`src/rtl/debounce_pkg.sv`:
```
// Shared constants and helpers for the multi-channel debouncer.
package debounce_pkg;

  localparam int BOUNCE_CNT_W = 16;
  localparam logic [BOUNCE_CNT_W-1:0] BOUNCE_CNT_MAX = 16'hFFFF;

  function automatic int stabCntWidth(input int stableCycles);
    return (stableCycles > 2) ? $clog2(stableCycles) : 1;
  endfunction

endpackage

```
`src/rtl/debounce_chan.sv`:
```
// One debouncer channel: 2-flop synchroniser, saturating stability counter, clean level,
// registered edge pulses and, with DEBOUNCE_BOUNCE_CNT_EN defined, a saturating bounce counter.
module debounce_chan
  import debounce_pkg::*;
#(
  parameter int   STABLE_CYCLES = 32768,
  parameter logic RESET_LEVEL   = 1'b0
) (
  input  logic                    clk,
  input  logic                    rst,
  input  logic                    bouncy_i,
  input  logic                    cnt_clr_i,
  output logic                    clean_o,
  output logic                    rise_o,
  output logic                    fall_o,
  output logic [BOUNCE_CNT_W-1:0] bounce_cnt_o
);

  localparam int CNT_W = stabCntWidth(STABLE_CYCLES);
  localparam logic [CNT_W-1:0] CNT_MAX = CNT_W'(STABLE_CYCLES - 1);

  logic             meta_q, sync_q, prev_q, clean_q, rise_q, fall_q;
  logic [CNT_W-1:0] stabCnt_q, stabCnt_d;
  logic             changed, update;

  assign changed = (sync_q != prev_q);

  always_comb begin
    stabCnt_d = stabCnt_q;
    if (changed) begin
      stabCnt_d = '0;
    end else if (stabCnt_q != CNT_MAX) begin
      stabCnt_d = stabCnt_q + 1'b1;
    end
  end

  // A saturated counter alone is not enough: the edge where sync first differs from
  // prev still sees the old saturated count, so the update also requires sync == prev.
  assign update = !changed && (stabCnt_q == CNT_MAX) && (sync_q != clean_q);

  always_ff @(posedge clk or posedge rst) begin
    if (rst) begin
      meta_q    <= RESET_LEVEL;
      sync_q    <= RESET_LEVEL;
      prev_q    <= RESET_LEVEL;
      clean_q   <= RESET_LEVEL;
      stabCnt_q <= '0;
      rise_q    <= 1'b0;
      fall_q    <= 1'b0;
    end else begin
      meta_q    <= bouncy_i;
      sync_q    <= meta_q;
      prev_q    <= sync_q;
      stabCnt_q <= stabCnt_d;
      if (update) begin
        clean_q <= sync_q;
      end
      rise_q <= update && sync_q;
      fall_q <= update && !sync_q;
    end
  end

  assign clean_o = clean_q;
  assign rise_o  = rise_q;
  assign fall_o  = fall_q;

`ifdef DEBOUNCE_BOUNCE_CNT_EN
  logic [BOUNCE_CNT_W-1:0] bounceCnt_q, bounceCnt_d;

  always_comb begin
    bounceCnt_d = bounceCnt_q;
    if (cnt_clr_i) begin
      bounceCnt_d = '0;
    end else if (changed && (bounceCnt_q != BOUNCE_CNT_MAX)) begin
      bounceCnt_d = bounceCnt_q + 1'b1;
    end
  end

  always_ff @(posedge clk or posedge rst) begin
    if (rst) begin
      bounceCnt_q <= '0;
    end else begin
      bounceCnt_q <= bounceCnt_d;
    end
  end

  assign bounce_cnt_o = bounceCnt_q;
`else
  logic unusedClr;
  assign unusedClr    = cnt_clr_i;
  assign bounce_cnt_o = '0;
`endif

endmodule

```
`src/rtl/debounce_multi.sv`:
```
// Multi-channel debouncer top: one debounce_chan per input, bounce-count read mux and clear decode.
// Bounce statistics are built only when DEBOUNCE_BOUNCE_CNT_EN is defined; otherwise bounce_cnt is 0.
module debounce_multi
  import debounce_pkg::*;
#(
  parameter int   NUM_CH        = 4,
  parameter int   STABLE_CYCLES = 32768,
  parameter logic RESET_LEVEL   = 1'b0,
  localparam int  SEL_W         = (NUM_CH > 1) ? $clog2(NUM_CH) : 1
) (
  input  logic                    clk,
  input  logic                    rst,
  input  logic [NUM_CH-1:0]       bouncy_in,
  output logic [NUM_CH-1:0]       clean_out,
  output logic [NUM_CH-1:0]       rise_pulse,
  output logic [NUM_CH-1:0]       fall_pulse,
  output logic                    any_change,
  input  logic [SEL_W-1:0]        cnt_sel,
  input  logic                    cnt_clr,
  output logic [BOUNCE_CNT_W-1:0] bounce_cnt
);

  logic [NUM_CH-1:0]                   clrVec;
  logic [NUM_CH-1:0][BOUNCE_CNT_W-1:0] chanCnt;

  for (genvar i = 0; i < NUM_CH; i++) begin : gChan
    assign clrVec[i] = cnt_clr && (cnt_sel == SEL_W'(i));

    debounce_chan #(
      .STABLE_CYCLES(STABLE_CYCLES),
      .RESET_LEVEL  (RESET_LEVEL)
    ) uChan (
      .clk         (clk),
      .rst         (rst),
      .bouncy_i    (bouncy_in[i]),
      .cnt_clr_i   (clrVec[i]),
      .clean_o     (clean_out[i]),
      .rise_o      (rise_pulse[i]),
      .fall_o      (fall_pulse[i]),
      .bounce_cnt_o(chanCnt[i])
    );
  end

  assign any_change = |{rise_pulse, fall_pulse};

`ifdef DEBOUNCE_BOUNCE_CNT_EN
  localparam int SEL_N = 2 ** SEL_W;

  // Padding the read array to the full select range makes out-of-range selects read 0.
  logic [SEL_N-1:0][BOUNCE_CNT_W-1:0] cntPad;
  logic [BOUNCE_CNT_W-1:0]            readCnt_q;

  for (genvar j = 0; j < SEL_N; j++) begin : gPad
    if (j < NUM_CH) begin : gUsed
      assign cntPad[j] = chanCnt[j];
    end else begin : gZero
      assign cntPad[j] = '0;
    end
  end

  always_ff @(posedge clk or posedge rst) begin
    if (rst) begin
      readCnt_q <= '0;
    end else begin
      readCnt_q <= cntPad[cnt_sel];
    end
  end

  assign bounce_cnt = readCnt_q;
`else
  logic unusedCnt;
  assign unusedCnt  = ^chanCnt;
  assign bounce_cnt = '0;
`endif

endmodule

```
`config.mk`:
```
export PLATFORM = sky130hd
export DESIGN_NAME = debounce_multi
export DESIGN_NICKNAME = d
export VERILOG_FILES = /design/src/rtl/debounce_pkg.sv /design/src/rtl/debounce_chan.sv /design/src/rtl/debounce_multi.sv
export SDC_FILE = /design/constraint.sdc
export NUM_CORES = 1
export LEC_CHECK = 0
export ABC_AREA = 0
export BUFFER_PORTS_ARGS = -buffer_cell sky130_fd_sc_hd__buf_4
export CAP_MARGIN = 20
export CORE_AREA = 2 2 88 90
export CTS_CLUSTER_DIAMETER = 100
export CTS_CLUSTER_SIZE = 40
export DETAILED_ROUTE_END_ITERATION = 8
export DIE_AREA = 0 0 90 92
export PLACE_DENSITY = 0.78
export SYNTH_ARGS = -nofsm -noshare
export SYNTH_HDL_FRONTEND = slang
export SYNTH_SLANG_ARGS = --single-unit
```
`constraint.sdc`:
```
create_clock -name clk -period 4.15 [get_ports clk]
set_input_delay 0.415 -clock clk [delete_from_list [all_inputs] [get_ports clk]]
set_output_delay 0.415 -clock clk [all_outputs]
set_load 0.01 [all_outputs]
```
==> flow_metrics.tcl <==
set metrics [dict create \
    status "completed" \
    slew_violations 0 \
    crit_arrival_ns 2.53 \
    drtIter0Drc 179 \
    required_ns 4.40 \
    power.total_mw 1.53 \
    clock.fmax_mhz 438 \
    synth-xor-area-share_pct 3.08 \
    synth_edf_count 0 \
    drtAntennaViolNets 0 \
    clkSinkCount 84 \
    wl_per_cell_um 14.1 \
    p_leak_nw 1.90 \
    cts_tree "built" \
    area_delta_synth_final_pct 6.02 \
    gp_congestion 0.896 \
    seqCellArea_um2 2100 \
    antenna_found_initial 0 \
    yosysTopAreaCell "dfrtp_1" \
    synthAdderAreaFrac_pct 1.17 \
    synth-simple-area-share_pct 24.7 \
    die_x_um 90 \
    synthMostInstantiatedCell "dfrtp_1" \
    nets 448 \
    synth_compound_area_share_pct 13.5 \
    clk_pin_slew_ns 0.08 \
    drt_wl_total_um 7640 \
    yosysTopAreaCellShare_pct 49.3 \
    maxSlewHeadroom_pct 31.6 \
    cts_buffers 9 \
    yosysUniqueCellTypes 51 \
    initial_utilization_pct 57.2 \
    cts_resized 0 \
    synth_top_family_by_area "simple AND/OR/NAND/NOR gates" \
    fillCellCount 631 \
    num_rows 32 \
    synthTopCellsByCount "dfrtp_1 (84), a21oi_1 (35), nor2_1 (32)" \
    synthTopCellsByArea "dfrtp_1 (49%), buf_4 (5.1%), a21oi_1 (4.1%)" \
    finalCriticalPeriod_ns 2.28 \
    drcViolationCount 0 \
    hpwlAfterDp_um 5260 \
    dieArea_um2 8280 \
    grt_start_max_net_pins 53 \
    rsz0062_at_grt "false" \
    synth_seq_cells 84 \
    drive_gt1_share_pct 11.2 \
    coreArea_um2 7450 \
    setup_viol 0 \
    finClkSkew_ns 0.0108 \
    grt_pass1_vias 2920 \
    async_flop_share_pct 100 \
    die-height_um 92 \
    period_share_pct 55.0 \
    dpl_cell_area_um2 4330 \
    multi_input_area_um2 1920 \
    synth_ff_type "dfrtp_1" \
    firstDrtPassIters 4 \
    clockBufferDepth 2 \
    cp-start-kind "flop" \
    cts_root_buf "clkbuf_8" \
    synth_area_um2 4260 \
    post_cts_buffers 0 \
    vdd_drop_max_mv 0.167 \
    htree_levels 3 \
    grt_use_total_pct 19.1 \
    portBuffers 18 \
    num_io_pins 38 \
    avgSynthCellArea_um2 9.98 \
    vias 3158 \
    antenna_cells 0 \
    hp-class "input port to flop" \
    synth-seq-area-share_pct 49.3 \
    syn_inst 427 \
    yosys_warnings 0 \
    crit_path_end_kind "flop" \
    worst_pin_slew_ns 1.02 \
    routed_via_density 5.84 \
    finalInstanceArea_um2 4520 \
    crit_fanout 18 \
    clock_latency_ns 0.34 \
    grt-ovfl-total 0 \
    grt_pass1_wl_um 12900 \
    finalHoldViolCount 0 \
    synth.area.mux_share_pct 1.17 \
    setup_tns_ns 0 \
    p_per_area_nw_per_um2 339 \
    ctsHoldBuffers 0 \
    maxCapViolCount 0 \
    crit_type "flop to flop" \
]
[path summary, 6_finish.rpt]
kind | startpoint | endpoint | slack (ns) | cells after the start
max in group asynchronous | rst | gChan[0].uChan.stabCnt_q[1]$_DFFE_PP0P_ | 2.98 | 3
min reg2reg | gChan[1].uChan.meta_q$_DFF_PP0_ | gChan[1].uChan.sync_q$_DFF_PP0_ | 0.35 | 0
min | bouncy_in[0] | gChan[0].uChan.meta_q$_DFF_PP0_ | 0.18 | 1
max reg2reg | gChan[0].uChan.stabCnt_q[0]$_DFFE_PP0P_ | gChan[0].uChan.stabCnt_q[4]$_DFFE_PP0P_ | 1.87 | 5
min in group asynchronous | rst | gChan[0].uChan.fall_o$_DFF_PP0_ | 0.24 | 2
max | gChan[0].uChan.stabCnt_q[0]$_DFFE_PP0P_ | gChan[0].uChan.stabCnt_q[4]$_DFFE_PP0P_ | 1.87 | 5
[layout make-up]
class	count	share of cell area, %
clock buffer	13	3.30
sequential	84	46.5
tap	102	2.82
clock inverter	2	0.775
timing repair buffer	22	3.66
inverter	5	0.443
multi-input combinational	313	42.5
[kinds of logic after synthesis]
group / after synthesis
adders and majority gates: 4
xor gates and xnor gates: 15
DFF: 84
muxes: 5
buffers and inverters: 45
other: 1
AOI/OAI and AO/OA: 93
and+or+nand+nor: 180
[metrics by stage]
stage	cells	setup WS, ns	utilization (%)	hold WS (ns)
after detailed placement	525	1.94	58.1	0.340
after global routing	541	1.68	60.7	0.162
final	541	1.87	60.7	0.183
after global placement	525	2.01	58.1	0.334
after floorplan	442	1.57	-	0.331
after CTS	540	1.84	60.6	0.170
[report_power, final]
group	leakage, nW	switching [mW]	internal (mW)
Combinational	0.674	0.0682	0.0325
Clock	0.0935	0.266	0.292
Sequential	1.14	0.0294	0.842
[worst max-delay path, cell delays in order, from the launching register on]
cell	delay (ns)
dfrtp_1	0.39
ha_1	0.24
nand4_2	0.27
nor4_4	0.84
o21ai_0	0.26
a21oi_1	0.20
[per-layer routing]
metal | global-route usage (%) | up-vias | routed length (um)
met3 | 3.94 | 14 | 280
li1 | - | 1563 | -
met2 | 30.9 | 70 | 3650
met4 | 6.54 | 0 | 78
met5 | 0 | - | 0
met1 | 25.8 | 1511 | 3630
[cell usage in the layout, fill, tap and decap left out, drive strengths merged, types with 8 or more instances in the layout]
master / count
nand4: 16
or3: 18
clkbuf: 13
and3: 8
nand2: 30
buf: 22
o31ai: 8
a31oi: 8
nand3: 20
o21ai: 21
dfrtp: 84
or4: 8
xor2: 8
a21oi: 35
conb: 16
nor3: 17
nor2: 32
[state kept, by name (all words and copies together) (netlist names)]
register               count
gChan.uChan.clean_o        4
gChan.uChan.fall_o         4
gChan.uChan.meta_q         4
gChan.uChan.prev_q         4
gChan.uChan.rise_o         4
gChan.uChan.stabCnt_q     60
gChan.uChan.sync_q         4
Power figures use the tool's default switching activity.
